===== src/rtl/rv_hazard_ctrl.sv =====
// In-order pipeline hazard controller: register scoreboard for RAW stalls plus a RUN/FLUSH FSM for taken branches.
// Define RV_HAZARD_PERF_EN to add saturating stall_cnt/flush_cnt performance counters.
module rv_hazard_ctrl #(
   parameter int unsigned FLUSH_CYCLES = 2
) (
   input  logic        clk,
   input  logic        rst,
   input  logic [31:0] if_id_ir,
   input  logic        if_id_valid,
   input  logic        wb_valid,
   input  logic [4:0]  wb_rd,
   input  logic        br_taken,
   output logic        stall,
   output logic        flush,
   output logic        id_ex_bubble,
   output logic        issue,
   output logic [31:0] scoreboard
`ifdef RV_HAZARD_PERF_EN
   ,
   output logic [31:0] stall_cnt,
   output logic [31:0] flush_cnt
`endif
);

   typedef enum logic {
      RUN,
      FLUSH
   } state_e;

   localparam logic [2:0] FLUSH_RELOAD = 3'(FLUSH_CYCLES - 1);

   state_e      state_q, state_d;
   logic [2:0]  cnt_q, cnt_d;
   logic [31:0] sb_q, sb_d;

   logic [6:0] opcode;
   logic [4:0] rd, rs1, rs2;
   logic       writesRd, readsRs1, readsRs2;
   logic       hazard, inRun;
   logic       unusedIrBits;

   assign opcode       = if_id_ir[6:0];
   assign rd           = if_id_ir[11:7];
   assign rs1          = if_id_ir[19:15];
   assign rs2          = if_id_ir[24:20];
   assign unusedIrBits = ^{if_id_ir[31:25], if_id_ir[14:12]};

   always_comb begin
      writesRd = 1'b0;
      readsRs1 = 1'b0;
      readsRs2 = 1'b0;
      case (opcode)
         7'b0110111, 7'b0010111, 7'b1101111: writesRd = 1'b1;
         7'b1100111, 7'b0000011, 7'b0010011: begin
            writesRd = 1'b1;
            readsRs1 = 1'b1;
         end
         7'b0110011: begin
            writesRd = 1'b1;
            readsRs1 = 1'b1;
            readsRs2 = 1'b1;
         end
         7'b1100011, 7'b0100011: begin
            readsRs1 = 1'b1;
            readsRs2 = 1'b1;
         end
         default: ;
      endcase
   end

   // x0 is never pending because bit 0 of the scoreboard is held at zero.
   assign hazard = (readsRs1 && sb_q[rs1]) || (readsRs2 && sb_q[rs2]);
   assign inRun  = (state_q == RUN);

   // rst gating keeps outputs quiet while reset is held even if br_taken is high.
   assign flush        = rst & (br_taken | (state_q == FLUSH));
   assign stall        = rst & if_id_valid & inRun & hazard & ~br_taken;
   assign issue        = rst & if_id_valid & inRun & ~hazard & ~br_taken;
   assign id_ex_bubble = ~issue;
   assign scoreboard   = sb_q;

   always_comb begin
      state_d = state_q;
      cnt_d   = cnt_q;
      case (state_q)
         RUN: begin
            if (br_taken) begin
               state_d = FLUSH;
               cnt_d   = FLUSH_RELOAD;
            end
         end
         FLUSH: begin
            if (br_taken) begin
               cnt_d = FLUSH_RELOAD;
            end else if (cnt_q == 3'd0) begin
               state_d = RUN;
            end else begin
               cnt_d = cnt_q - 3'd1;
            end
         end
         default: state_d = RUN;
      endcase
   end

   // Set is applied after clear so a new producer wins over an older writeback.
   always_comb begin
      sb_d = sb_q;
      if (wb_valid) begin
         sb_d[wb_rd] = 1'b0;
      end
      if (issue && writesRd) begin
         sb_d[rd] = 1'b1;
      end
      sb_d[0] = 1'b0;
   end

   always_ff @(posedge clk or negedge rst) begin
      if (!rst) begin
         state_q <= RUN;
         cnt_q   <= 3'd0;
         sb_q    <= 32'd0;
      end else begin
         state_q <= state_d;
         cnt_q   <= cnt_d;
         sb_q    <= sb_d;
      end
   end

`ifdef RV_HAZARD_PERF_EN
   logic [31:0] stallCnt_q, flushCnt_q;

   always_ff @(posedge clk or negedge rst) begin
      if (!rst) begin
         stallCnt_q <= 32'd0;
         flushCnt_q <= 32'd0;
      end else begin
         if (stall && (stallCnt_q != 32'hFFFF_FFFF)) begin
            stallCnt_q <= stallCnt_q + 32'd1;
         end
         if (flush && (flushCnt_q != 32'hFFFF_FFFF)) begin
            flushCnt_q <= flushCnt_q + 32'd1;
         end
      end
   end

   assign stall_cnt = stallCnt_q;
   assign flush_cnt = flushCnt_q;
`endif

endmodule


===== config.mk =====
export PLATFORM = sky130hd
export DESIGN_NAME = rv_hazard_ctrl
export DESIGN_NICKNAME = d
export VERILOG_FILES = /design/src/rtl/rv_hazard_ctrl.sv
export SDC_FILE = /design/constraint.sdc
export NUM_CORES = 1
export LEC_CHECK = 0
export BUFFER_PORTS_ARGS = -buffer_cell sky130_fd_sc_hd__buf_4
export CAP_MARGIN = 20
export CORE_MARGIN = 2
export CORE_UTILIZATION = 35
export CTS_BUF_LIST = sky130_fd_sc_hd__clkbuf_4 sky130_fd_sc_hd__clkbuf_8
export DETAILED_ROUTE_END_ITERATION = 8
export PLACE_DENSITY = 0.68
export SYNTH_ARGS = -nofsm -noshare
export SYNTH_HDL_FRONTEND = slang
export SYNTH_SLANG_ARGS = --single-unit

===== constraint.sdc =====
create_clock -name clk -period 5.6 [get_ports clk]
set_input_delay 1.68 -clock clk [delete_from_list [all_inputs] [get_ports clk]]
set_output_delay 1.68 -clock clk [all_outputs]
set_load 0.05 [all_outputs]

==> impl_metrics.sql <==
INSERT INTO impl_metrics (metric_group, metric, value, unit) VALUES
('synth', 'synth.distinct_cells', '37', ''),
('critical_path', 'critical_path_cell_list', 'buf_4, mux4_2, mux2i_1, nor2b_1, o311ai_2, o21ai_2, or2_2, buf_4', ''),
('synth', 'synth_warnings', '0', ''),
('run_status', 'outcome', 'completed', ''),
('clock_network', 'numCtsBuffers', '5', ''),
('floorplan', 'fp.dieArea', '7270', 'um^2'),
('floorplan', 'start_util', '36.4', '%'),
('hold_path', 'hold-path-endpoint', 'cnt_q[1]', ''),
('synth', 'synth.ff_latch_count', '35', ''),
('layout', 'syn_to_final_growth', '26.2', '%'),
('critical_path', 'critical_path_class', 'input pin to output pin', ''),
('drt', 'finalWirelength', '6970', 'um'),
('synth', 'sequential_to_total_area_share_from_yosys_stat', '37.9', '%'),
('hold_path', 'worst_hold_path.num_cells', '2', ''),
('timing', 'timing.final.setup_violations', '0', ''),
('drt', 'detail_route.wl_per_cell', '19.5', 'um'),
('power', 'p_per_area', '210', 'nW/um^2'),
('critical_path', 'cp_common_cell', 'buf_4', ''),
('timing', 'final_max_slew_viol_count', '0', ''),
('power', 'clock_power_share', '33.8', '%'),
('drt', 'antenna_violating_nets_post_route', '0', ''),
('timing', 'period_minus_slack', '5.26', 'ns'),
('drt', 'post-route-drc-count', '0', ''),
('floorplan', 'fp.coreArea', '6350', 'um^2'),
('timing', 'clock-skew-final', '0.00765', 'ns'),
('synth', 'netlist_area', '2310', 'um^2'),
('critical_path', 'startpoint_type_of_the_worst_setup_path', 'input pin', ''),
('layout', 'antenna-diode-count', '0', ''),
('critical_path', 'r2r-start', 'scoreboard[15]', ''),
('power', 'pwr-share-seq', '44.7', '%'),
('power', 'power.static_leakage', '1.30', 'nW'),
('critical_path', 'cp.arrival', '3.58', 'ns'),
('grt', 'number_of_global_route_vias_before_repair', '2030', ''),
('critical_path', 'slowest_stage_cell_crit_path', 'mux4_2', ''),
('grt', 'grt_start_max_net_pins', '37', ''),
('floorplan', 'ports_placed_on_the_boundary', '78', ''),
('layout', 'num-nets-final', '324', ''),
('floorplan', 'die-height', '85.3', 'um'),
('timing', 'rsz0062_at_grt', 'no', ''),
('hold_path', 'launch_instance_of_the_worst_min_delay_path', 'cnt_q[1]', ''),
('synth', 'dominantRegCellSynth', 'dfrtp_1', ''),
('clock_network', 'clk_path_buf_depth', '2', ''),
('floorplan', 'die_width', '85.3', 'um'),
('grt', 'total_gr_overflow', '0', ''),
('synth', 'postSynthNetCount', '259', ''),
('clock_network', 'numClockSinks', '35', ''),
('timing', 'period_utilization_post_route', '93.9', '%'),
('drt', 'detailed_route_vias_per_instance', '5.94', ''),
('grt', 'antenna_found_initial', '0', ''),
('critical_path', 'crit_family', 'multiplexers', ''),
('synth', 'number_of_synthesized_flops_with_an_enable_pin', '0', ''),
('clock_network', 'clock_insertion_delay_worst_skew', '0.29', 'ns'),
('layout', 'multi_input_comb_area', '1310', 'um^2'),
('timing', 'remaining_max_slew_budget_at_the_tightest_pin', '55.6', '%'),
('layout', 'drive_gt1_share', '33.5', '%'),
('clock_network', 'postCtsSetupBuffers', '0', ''),
('critical_path', 'reg2regPathDepth', '7', ''),
('synth', 'netlist_instances', '215', ''),
('timing', 'timing_hold_violations_final', '0', ''),
('timing', 'max_slew.worst_pin.slew', '0.661', 'ns'),
('clock_network', 'post_cts_resized', '0', ''),
('critical_path', 'cp.required', '3.92', 'ns'),
('grt', 'groute.usage.overall', '18.9', '%'),
('grt', 'grt_first_pass_wirelength', '10700', 'um'),
('clock_network', 'clock_root_buffer', 'clkbuf_8', ''),
('critical_path', 'critical_path.reg2reg.endpoint', 'scoreboard[12]', ''),
('power', 'comb_power_share', '21.5', '%'),
('power', 'worst_supply_voltage_drop_on_vdd', '167', 'uV'),
('placement', 'dpl_worst_slack', '0.318', 'ns'),
('critical_path', 'timing.reg2reg.setup_slack', '3.28', 'ns'),
('timing', 'layout_setup_ws', '0.340', 'ns');
power by group through the flow:
stage	registers [mW]	clock network (mW)	logic, mW
2_1_floorplan	0.279	0	0.0839
4_1_cts	0.273	0.209	0.132
6_report	0.273	0.207	0.131
3_3_place_gp	0.277	0	0.129
3_5_place_dp	0.278	0	0.131
5_1_grt	0.275	0.221	0.144
sequential cells by signal, summed over array words and instances (netlist names):
name	flops
state_q	1
scoreboard	31
cnt_q	3
worst register-to-register path, stage by stage (launching register included):
cell and delay, ns:
dfrtp_1 0.43, mux4_2 0.49, mux2i_1 0.21, nor2b_1 0.08, o311ai_2 0.27, o21ai_2 0.15
buf_4 0.26, o31ai_1 0.32
cell usage after synthesis (4+ instances only):
cell type	number	area, um^2
nand3b_1	7	52.6
nor2_1	10	37.5
buf_6	4	45.0
mux2i_1	11	110
nor2b_1	9	56.3
mux4_2	6	135
o21ai_0	33	165
inv_1	4	15.0
dfrtp_1	35	876
nand3_1	7	35.0
nand2_1	11	41.3
mux4_1	6	158
o31ai_1	31	233
routing by layer:
layer	wire [um]	GRT usage, %
met5	0	0
met4	111	4.91
met2	3300	29.6
met3	618	3.79
met1	2940	26.9
cell families after synthesis:
kind of cell	count (synthesis)	share of synthesized area, %
compound gates	74	21.1
xor+xnor	1	0.379
fa+ha+maj	2	1.08
buf+inv	14	5.25
flops	35	37.9
mux	26	18.9
other cells	1	0.162
simple gates	62	15.3
through the flow:
| step | cells | area (um^2) | power [mW] | hold slack [ns] | util [%] |
|---|---|---|---|---|---|
| CTS | 358 | 2920 | 0.614 | 0.529 | 45.9 |
| detailed placement | 350 | 2810 | 0.409 | 0.511 | 44.3 |
| finish | 358 | 2920 | 0.611 | 0.522 | 45.9 |
| global route | 358 | 2920 | 0.640 | 0.550 | 45.9 |
| floorplan | 215 | 2310 | 0.363 | 0.480 | - |
| global placement | 350 | 2810 | 0.406 | 0.495 | 44.3 |
worst max path at each step:
| stage | from | endpoint | slack (ns) | cells after the start |
|---|---|---|---|---|
| after floorplan | if_id_ir[16] | stall | 0.07 | 8 |
| after global routing | if_id_ir[20] | id_ex_bubble | 0.24 | 8 |
| after global placement | if_id_ir[20] | id_ex_bubble | 0.33 | 8 |
| after CTS | if_id_ir[20] | id_ex_bubble | 0.31 | 8 |
| final | if_id_ir[20] | id_ex_bubble | 0.34 | 8 |
| after detailed placement | if_id_ir[20] | id_ex_bubble | 0.32 | 8 |
cell type report:
| cell class | count | area share, % |
|---|---|---|
| repair buffers | 68 | 17.5 |
| flip-flops and latches | 35 | 30.0 |
| well taps | 77 | 3.30 |
| inverters | 4 | 0.515 |
| multi-input cells | 166 | 45.1 |
| clock buffers | 8 | 3.56 |
layout by cell type, fill, tap and decap left out, drive strengths merged:
cell type	count
and3b	1
o31ai	31
nor3	2
mux2	3
nand2b	3
nand3	7
nor2b	9
dfrtp	35
o311ai	1
o21ai	34
mux4	12
buf	68
inv	4
clkbuf	8
xnor2	1
or3	2
and2b	2
a221oi	2
nand4b	2
nand4	2
conb	1
nand2	11
a211oi	4
a31oi	1
ha	2
mux2i	11
nor2	10
nand3b	7
or2	1
a21oi	1
or3b	3
No activity file was read; power rests on OpenSTA's default activity.
